$ cat config.mk
export PLATFORM = sky130hd
export DESIGN_NAME = router_wr_ctrl
export DESIGN_NICKNAME = d
export VERILOG_FILES = /design/src/rtl/router_wr_ctrl.sv
export SDC_FILE = /design/constraint.sdc
export NUM_CORES = 1
export LEC_CHECK = 0
export ABC_AREA = 1
export CORE_MARGIN = 3
export CORE_UTILIZATION = 55
export CTS_BUF_LIST = sky130_fd_sc_hd__clkbuf_4
export CTS_CLUSTER_DIAMETER = 60
export DETAILED_ROUTE_END_ITERATION = 8
export PLACE_DENSITY = 0.82
export SLEW_MARGIN = 20
export SYNTH_ARGS = -nofsm -noshare
export SYNTH_HDL_FRONTEND = slang
export SYNTH_SLANG_ARGS = --single-unit
$ cat constraint.sdc
create_clock -name clock -period 2.1 [get_ports clock]
set_input_delay 0.42 -clock clock [delete_from_list [all_inputs] [get_ports clock]]
set_output_delay 0.42 -clock clock [all_outputs]
set_load 0.005 [all_outputs]
$ cat src/rtl/router_wr_ctrl.sv
// Router write controller: parses header/payload/parity bytes from the source,
// steers them into one of three FIFOs and flushes FIFOs that sit unread too long.
module router_wr_ctrl #(
  parameter int TIMEOUT = 30
) (
  input  logic       clock,
  input  logic       reset,
  input  logic       pkt_valid,
  input  logic [7:0] data_in,
  input  logic [2:0] fifo_full,
  input  logic [2:0] fifo_empty,
  input  logic [2:0] read_enb,
  output logic [2:0] write_enb,
  output logic       lfd_state,
  output logic [7:0] data_out,
  output logic       busy,
  output logic       err,
  output logic [2:0] vld_out,
  output logic [2:0] soft_reset
);

  typedef enum logic [2:0] {
    DECODE, WAIT_TILL_EMPTY, LOAD_FIRST_DATA, LOAD_DATA, CHECK_PARITY, DROP
  } state_t;

  state_t     state_q, state_d;
  logic [7:0] header_q, header_d;
  logic [1:0] addr_q, addr_d;
  logic [7:0] parity_q, parity_d;
  logic [7:0] rx_parity_q, rx_parity_d;
  logic [5:0] byte_cnt_q, byte_cnt_d;
  logic       err_q, err_d;
  logic       wr_req;
  logic       flush;

  genvar gi;
  generate
    for (gi = 0; gi < 3; gi++) begin : g_fifo
      logic [4:0] tmo_cnt_q, tmo_cnt_d;
      logic       pulse_q, pulse_d;
      logic       idle;

      assign vld_out[gi]    = ~fifo_empty[gi];
      assign idle           = vld_out[gi] & ~read_enb[gi];
      assign write_enb[gi]  = wr_req & (addr_q == 2'(gi));
      assign soft_reset[gi] = pulse_q;

      always_comb begin
        tmo_cnt_d = '0;
        pulse_d   = 1'b0;
        if (idle) begin
          if (tmo_cnt_q == 5'(TIMEOUT - 1)) pulse_d = 1'b1;
          else tmo_cnt_d = tmo_cnt_q + 5'd1;
        end
      end

      always_ff @(posedge clock or posedge reset) begin
        if (reset) begin
          tmo_cnt_q <= '0;
          pulse_q   <= 1'b0;
        end else begin
          tmo_cnt_q <= tmo_cnt_d;
          pulse_q   <= pulse_d;
        end
      end
    end
  endgenerate

  assign flush    = soft_reset[addr_q];
  assign data_out = (state_q == LOAD_FIRST_DATA) ? header_q : data_in;
  assign err      = err_q;

  always_comb begin
    state_d     = state_q;
    header_d    = header_q;
    addr_d      = addr_q;
    parity_d    = parity_q;
    rx_parity_d = rx_parity_q;
    byte_cnt_d  = byte_cnt_q;
    err_d       = err_q;
    wr_req      = 1'b0;
    lfd_state   = 1'b0;
    busy        = 1'b0;
    case (state_q)
      DECODE: begin
        if (pkt_valid) begin
          if (data_in[1:0] == 2'd3) begin
            state_d = DROP;
          end else begin
            header_d = data_in;
            addr_d   = data_in[1:0];
            err_d    = 1'b0;
            state_d  = fifo_empty[data_in[1:0]] ? LOAD_FIRST_DATA : WAIT_TILL_EMPTY;
          end
        end
      end
      WAIT_TILL_EMPTY: begin
        busy = 1'b1;
        if (flush) state_d = pkt_valid ? DROP : DECODE;
        else if (fifo_empty[addr_q]) state_d = LOAD_FIRST_DATA;
      end
      LOAD_FIRST_DATA: begin
        busy = 1'b1;
        if (flush) begin
          state_d = pkt_valid ? DROP : DECODE;
        end else if (!fifo_full[addr_q]) begin
          wr_req     = 1'b1;
          lfd_state  = 1'b1;
          parity_d   = header_q;
          byte_cnt_d = '0;
          state_d    = LOAD_DATA;
        end
      end
      LOAD_DATA: begin
        if (flush) begin
          busy    = 1'b1;
          state_d = pkt_valid ? DROP : DECODE;
        end else if (fifo_full[addr_q]) begin
          busy = 1'b1;
        end else begin
          wr_req = 1'b1;
          if (pkt_valid) begin
            parity_d = parity_q ^ data_in;
            if (byte_cnt_q != 6'h3f) byte_cnt_d = byte_cnt_q + 6'd1;
          end else begin
            rx_parity_d = data_in;
            state_d     = CHECK_PARITY;
          end
        end
      end
      CHECK_PARITY: begin
        busy    = 1'b1;
        err_d   = (rx_parity_q != parity_q) | (byte_cnt_q != header_q[7:2]);
        state_d = DECODE;
      end
      DROP: begin
        // the parity byte (pkt_valid low) closes the discarded packet
        if (!pkt_valid) state_d = DECODE;
      end
      default: state_d = DECODE;
    endcase
  end

  always_ff @(posedge clock or posedge reset) begin
    if (reset) begin
      state_q     <= DECODE;
      header_q    <= '0;
      addr_q      <= '0;
      parity_q    <= '0;
      rx_parity_q <= '0;
      byte_cnt_q  <= '0;
      err_q       <= 1'b0;
    end else begin
      state_q     <= state_d;
      header_q    <= header_d;
      addr_q      <= addr_d;
      parity_q    <= parity_d;
      rx_parity_q <= rx_parity_d;
      byte_cnt_q  <= byte_cnt_d;
      err_q       <= err_d;
    end
  end

endmodule

# Word-level counts from Yosys, hierarchy flattened
# Index checks and enable logic that the tools add are counted.
word_totals:
  register_bits: 54
  in_bits: 20
  output_inout_bits: 20
classes:
  addsub: 4
  order_cmp: 2
  n_eq_ne: 27
  muxes: 57
  n_bitwise: 18
  n_reduce_logical: 12
ops:
  columns: ["cell", "n"]
  rows:
  - ["$mux W8", 6]
  - ["$mux W6", 6]
  - ["$mux W3", 11]
  - ["$mux W5", 6]
  - ["$mux W1", 18]
  - ["$ne A2 B2 Y1 const B", 9]
  - ["$pmux W8 S2", 1]
  - ["$add A5 B1 Y5 const B", 3]
  - ["$eq A5 B5 Y1 const B", 3]
  - ["$pmux W3 S5", 1]
  - ["$ne A3 B3 Y1 const B", 4]
  - ["$pmux W6 S2", 1]
  - ["$reduce_and A6 Y1", 2]
  - ["$not A1 Y1", 10]
  - ["$bmux W1 S2", 4]
  - ["$ne A8 B8 Y1", 1]
  - ["$xor A8 B8 Y8", 1]
  - ["$reduce_and A7 Y1", 1]
  - ["$add A6 B1 Y6 const B", 1]
  - ["$and A1 B1 Y1", 6]
  - ["$eq A3 B2 Y1 const B", 2]
  - ["$eq A3 B3 Y1 const B", 2]
  - ["$lt A2 B3 Y1 const B", 2]
  - ["$ne A6 B6 Y1", 1]
  - ["14 further kinds", 18]

# Depth between registers and ports, before layout
# Gate-level depths: netlist (run 1).
logic_depth:
  depth_word: 6
  ltp_mapped: 10

# Worst setup path before layout (run 1)
# No wires, ideal clock.
synth_timing:
  path_type: "reg2out"
  start: "register, netlist name header_q[0]"
  end: "output port write_enb[0]"
  t_arrival_ns: 1.175
  slack_ns: 0.505
  path_stages_with_launch: 7
  path_buffers: 1
  cell_sequence: "dfrtp_1 > buf_6 > nand3_1 > nand3_4 > nor2_8 > nand2_1 > nor3_1"
synth_rtl:
  columns: ["element", "line", "rtl"]
  rows:
  - ["end: declaration", "13", "output logic [2:0] write_enb,"]

==> impl_metrics.py, run 1 <==
metrics = {
    "setup_path": {
        "start_kind": "register",
        "regToRegStartpoint": "state_q[1]",
        "crit_arrival_ns": 1.69,
        "worstSetupPathType": "register to output pin",
        "crit_required_ns": 1.68,
        "startpoint": "header_q[1]",
        "critPathMaxFanout": 5,
        "cp-end-kind": "output pin",
    },
    "sta": {
        "slew_viol_final": 0,
        "tns_ns": -0.0158,
        "fin_ws_ns": -0.00829,
        "finClkSkew_ns": 0.0194,
        "setup_viol": 2,
        "fmax_ghz": 0.474,
        "whs_ns": 0.375,
        "tightest_slew_ns": 0.523,
        "final_hold_viol_count": 0,
        "fin_crit_ns": 2.11,
        "rsz0062_at_grt": "yes",
        "post-route-period-util": 1.00,
        "max-slew-margin-rel": 0.651,
    },
    "global_routing": {
        "grt_max_degree": 30,
        "first_global_vias": 2936,
        "grt_pass1_wl_um": 13800,
        "grt_overflow": 0,
        "grt_use_total": 0.267,
        "antenna_found_initial": 0,
    },
    "power_and_ir_drop": {
        "power_density_nw_per_um2": 1140,
        "leakagePower_nw": 1.98,
        "power_mw": 4.59,
        "vdd_drop_max_mv": 0.593,
    },
    "final_layout": {
        "multi_input_area_um2": 1700,
        "regArea_um2": 1310,
        "fillerInstances": 424,
        "nets": 510,
        "diodes": 0,
        "drive_gt1_frac": 0.262,
        "post-route-util": 0.724,
        "fin_cells": 556,
        "area_delta_synth_final_pct": 26.6,
        "fin_area_um2": 4040,
    },
    "yosys": {
        "ys_warn_count": 0,
        "synth_area_leaders": "dfrtp_1 41%, nand2_1 12%, o21ai_0 5.0%",
        "synthAdderAreaFrac": 0.0275,
        "netlist_area_um2": 3190,
        "synth_xor_area_frac": 0.0604,
        "yosysTopAreaCell": "dfrtp_1",
        "yosysSeqAreaShare": 0.408,
        "synthMuxAreaShare": 0,
        "synth_seq_cells": 52,
        "synth_top_family_by_area": "simple AND/OR/NAND/NOR gates",
        "ys_async_sr_fraction": 1.00,
        "syn_inst": 407,
        "synth_compound_area_frac": 0.112,
        "synth_cell_type_count": 29,
        "synth-edff-count": 0,
        "synth.avg_cell_area_um2": 7.83,
        "yosys.area_share.simple": 0.306,
        "synthFlopType": "dfrtp_1",
        "yosysTopAreaCellShare": 0.408,
        "synth_nets": 434,
    },
    "clock_tree": {
        "clock_path_buffers": 2,
        "root_buffer": "clkbuf_4",
        "cts_sinks": 52,
        "h-tree-depth": 2,
        "ctsHoldBuffers": 0,
        "cts_tree": "built",
        "clk_pin_slew_ns": 0.15,
        "cts_inserted_buffers": 5,
        "clkLatencyLatePin_ns": 0.38,
    },
    "floorplan": {
        "dieWidth_um": 82.1,
        "die_area_um2": 6750,
        "chipHeight_um": 82.1,
        "core_area_um2": 5570,
        "rows": 27,
        "initial_core_util": 0.572,
        "ios": 40,
    },
    "status": {
        "status": "complete, but fails checks",
        "violations": "negative setup slack",
    },
    "route": {
        "drt_first_pass_iters": 5,
        "vias": 2978,
        "avgRoutedWirePerCell_um": 14.4,
        "wirelength_um": 8020,
        "route.detailed.drc": 0,
        "ant_nets": 0,
        "vias_per_cell": 5.36,
        "drt_iter0_drc": 262,
    },
    "placement": {
        "place.port_buffers": 39,
        "hpwl_um": 5560,
        "place_ws_ns": -0.372,
        "placed_cell_area_um2": 3850,
        "gp_congestion": 0.919,
        "dp.cells": 538,
    },
    "hold_path": {
        "hold_class": "input pin to async pin",
    },
    "job": {
        "cap_violations": 0,
    },
}
==> metal layers <==
metal,vias up,wire length [um],global-route usage
met5,-,0,0
met3,20,442,0.0564
met1,1424,3390,0.349
met2,81,4030,0.441
met4,0,157,0.0897
li1,1453,-,-
==> power by group <==
group,internal (mW),switching (mW),total [mW]
clock,0.141,0.323,0.464
sequential,1.27,0.307,1.58
combinational,1.10,1.45,2.55
total,2.52,2.08,4.59
==> critical path, stage by stage, from the launching register on <==
cell             delay [ns]
dfrtp_2                0.50
inv_4                  0.07
nand3_2                0.08
nand3_4                0.10
nor2_8                 0.14
nand2_4                0.08
nor3_2                 0.11
clkdlybuf4s15_2        0.23
==> cell type report <==
cell class                 instances  area share
multi-input combinational        295       0.421
inverter                          47      0.0450
timing repair buffer              82       0.174
clock buffer                       6      0.0112
sequential                        52       0.324
clock inverter                     2     0.00279
tap                               72      0.0223
==> kinds of logic (layout without fill, tap and decap cells) <==
group / count (synthesis) / count (layout)
flip-flops: 52 / 52
AND/OR/NAND/NOR: 208 / 208
XOR/XNOR: 22 / 22
buffers and inverters: 60 / 137
AO/OA/AOI/OAI: 58 / 58
adder cells (fa/ha/maj): 7 / 7
==> layout by cell type, fill, tap and decap left out, types with 16 or more instances in the layout <==
cell type	netlist	routed
buf_4	3	37
clkdlybuf4s50_1	0	26
dfrtp_1	52	48
inv_1	39	38
nand2_1	104	100
nand3_1	31	29
nor2_1	38	35
o21ai_0	32	26
o21ai_2	16	20
xor2_1	16	16
==> cell usage after synthesis (4+ instances only) <==
master,count
a21oi_1,5
buf_6,4
dfrtp_1,52
ha_1,7
inv_1,39
inv_2,6
nand2_1,104
nand2_2,6
nand3_1,31
nand3_4,4
nand4_1,5
nor2_1,38
nor2_2,4
nor3_1,9
o21ai_0,32
o21ai_2,16
xnor2_1,6
xor2_1,16
==> worst paths after layout <==
check	cells after the start	slack, ns	endpoint
worst max-delay path	7	-0.008	write_enb[2]
worst min-delay path	2	0.38	g_fifo[1].tmo_cnt_q[0]
worst max register to register	9	0.23	parity_q[6]
worst min register to register	1	0.50	g_fifo[2].tmo_cnt_q[0]
max in group asynchronous	3	1.19	rx_parity_q[0]
min in group clock	1	0.50	g_fifo[2].tmo_cnt_q[0]
==> registers in the layout, summed over array words and instances, names as in the netlist <==
register,cells
byte_cnt_q,6
err,1
g_fifo.pulse_q,3
g_fifo.tmo_cnt_q,15
header_q,8
parity_q,8
rx_parity_q,8
state_q,3
==> timing repair <==
action	CTS	global route
hold endpoints to repair	0	0
gates cloned	1	0
pin swaps	0	4
buffers inserted	12	0
resized for setup	64	18
endpoints found under the setup margin	13	27
No activity file was read; power rests on OpenSTA's default activity.
==> run 2, diff against run 1 <==
REMOVE_ABC_BUFFERS = 1   (was unset)
==> run 2 against run 1 <==
The flow now finishes without violations. Combinational power down 4%. Global-route usage down 2.1 points. Power down 2.5%. Core utilization down 0.40 points. Critical path depth unchanged. Register-to-register slack better by 0.11 ns. First-iteration DRC count down 47%. Critical endpoint is now write_enb[1]. Highest routed layer unchanged.
==> impl_metrics.py, run 2 (synthesis results as in run 1) <==
metrics = {
    "power_and_ir_drop": {
        "clockPowerShare": 0.102,
        "leakagePower_nw": 1.98,
        "p_int_mw": 2.46,
        "power_density_nw_per_um2": 1120,
        "power_mw": 4.48,
        "switching_power_mw": 2.02,
        "pwr-share-comb": 0.546,
        "vdd_drop_max_mv": 0.546,
        "swShare": 0.451,
        "p_seq_frac": 0.352,
    },
    "route": {
        "top_layer": "met4",
        "route.met2.wl_um": 3950,
        "wirelength_um": 7670,
        "avgRoutedWirePerCell_um": 13.8,
        "vias": 3001,
        "drt-met1-wl_um": 3140,
        "wl_met3_um": 387,
        "ant_nets": 0,
        "route.detailed.drc": 0,
        "drt_first_pass_iters": 4,
        "vias_per_cell": 5.39,
        "drt_iter0_drc": 140,
    },
    "sta": {
        "tns_ns": 0,
        "finClkSkew_ns": 0.0156,
        "tightest_slew_ns": 0.449,
        "whs_ns": 0.341,
        "fin_ws_ns": 0.0125,
        "fmax_ghz": 0.479,
        "setup_viol": 0,
        "rsz0062_at_grt": "yes",
        "post-route-period-util": 0.994,
        "fin_crit_ns": 2.09,
        "max-slew-margin-rel": 0.700,
        "final_hold_viol_count": 0,
        "slew_viol_final": 0,
    },
    "final_layout": {
        "layout_commonest_cell": "nand2_1",
        "drive_gt1_frac": 0.254,
        "post-route-util": 0.720,
        "fin_cells": 557,
        "top_register": "g_fifo.tmo_cnt_q",
        "largest_reg_flops": 15,
        "area_delta_synth_final_pct": 25.9,
        "diodes": 0,
        "nets": 511,
        "most-common-layout-cells": "101 x nand2_1, 49 x dfrtp_1, 40 x buf_4, 38 x inv_1, 36 x nor2_1",
        "fin_area_um2": 4010,
    },
    "global_routing": {
        "antenna_found_initial": 0,
        "grt_use_total": 0.246,
        "grt_max_degree": 34,
        "first_global_vias": 2948,
        "grt_overflow": 0,
        "grt_pass1_wl_um": 12800,
    },
    "clock_tree": {
        "clock_path_buffers": 2,
        "cts_inserted_buffers": 5,
        "cts_tree": "built",
        "cts_sinks": 52,
        "clk_pin_slew_ns": 0.15,
        "clkLatencyLatePin_ns": 0.38,
        "h-tree-depth": 2,
        "root_buffer": "clkbuf_4",
    },
    "placement": {
        "place_ws_ns": -0.367,
        "gp_congestion": 0.927,
        "placed_cell_area_um2": 3860,
        "place.port_buffers": 39,
        "hpwl_um": 5530,
        "dp.cells": 542,
    },
    "setup_path": {
        "cpPeakStageDelay_ns": 0.51,
        "cp_cell_sequence": "nor2_4 -> nand2_2 -> nand3_4 -> nor2_8 -> nand2_4 -> nor3_2 -> buf_2",
        "critical_path.top_delay_family": "simple AND/OR/NAND/NOR gates",
        "cp-end-kind": "output pin",
        "crit_arrival_ns": 1.67,
        "cp_slowest_cell": "dfrtp_2",
        "worstSetupPathType": "register to output pin",
        "crit_required_ns": 1.68,
        "critPathBufInv": 1,
        "critPathMaxFanout": 6,
        "start_kind": "register",
    },
    "floorplan": {
        "dieWidth_um": 82.1,
        "core_area_um2": 5570,
        "initial_core_util": 0.572,
        "ios": 40,
        "chipHeight_um": 82.1,
        "die_area_um2": 6750,
        "rows": 27,
    },
    "hold_path": {
        "hold_class": "input pin to async pin",
    },
    "job": {
        "cap_violations": 0,
    },
    "status": {
        "status": "finished, final reports clean",
    },
}
-- run 2: routing by layer --
| metal | vias to the layer above | GRT usage |
|---|---|---|
| li1 | 1473 | - |
| met1 | 1420 | 0.295 |
| met2 | 88 | 0.431 |
| met3 | 20 | 0.0456 |
| met4 | 0 | 0.108 |
| met5 | - | 0 |
-- run 2: repair_timing --
item | 4_1_cts | 5_1_grt
hold buffers | 0 | 0
setup buffers | 6 | 0
gates resized for setup | 48 | 25
gates cloned | 0 | 1
endpoints found under the setup margin | 13 | 12
pin swaps | 5 | 4
-- run 2: layout make-up --
type | count | area (um^2)
Multi-Input combinational cell | 295 | 1700
Fill cell | 439 | 1560
Sequential cell | 52 | 1310
Timing Repair Buffer | 83 | 679
Inverter | 47 | 181
Tap cell | 72 | 90.1
Clock buffer | 6 | 45.0
Clock inverter | 2 | 11.3
-- run 2: final timing paths --
path                                              from                     end  slack, ns  depth (start not counted)
worst min register to register  g_fifo[0].tmo_cnt_q[0]  g_fifo[0].tmo_cnt_q[0]       0.50                          1
worst min-delay path                             reset  g_fifo[1].tmo_cnt_q[3]       0.34                          2
max in group asynchronous                        reset              state_q[0]       1.21                          3
min in group clock              g_fifo[0].tmo_cnt_q[0]  g_fifo[0].tmo_cnt_q[0]       0.50                          1
worst max register to register              state_q[2]             parity_q[4]       0.34                          9
worst max-delay path                       header_q[1]            write_enb[1]       0.01                          7
-- run 2: power groups by stage --
| stage | clock network (mW) | logic (mW) | registers [mW] |
|---|---|---|---|
| 3_5_place_dp | 0 | 2.29 | 1.58 |
| 5_1_grt | 0.508 | 2.72 | 1.61 |
| 6_report | 0.458 | 2.44 | 1.58 |
| 2_1_floorplan | 0 | 1.40 | 1.52 |
| 3_3_place_gp | 0 | 2.21 | 1.56 |
| 4_1_cts | 0.475 | 2.38 | 1.57 |
==> run 3, diff against run 2 <==
CAP_MARGIN = 0   (was unset)
==> results of run 3 <==
No change in the layout: final DEF, timing and power equal those of run 2.
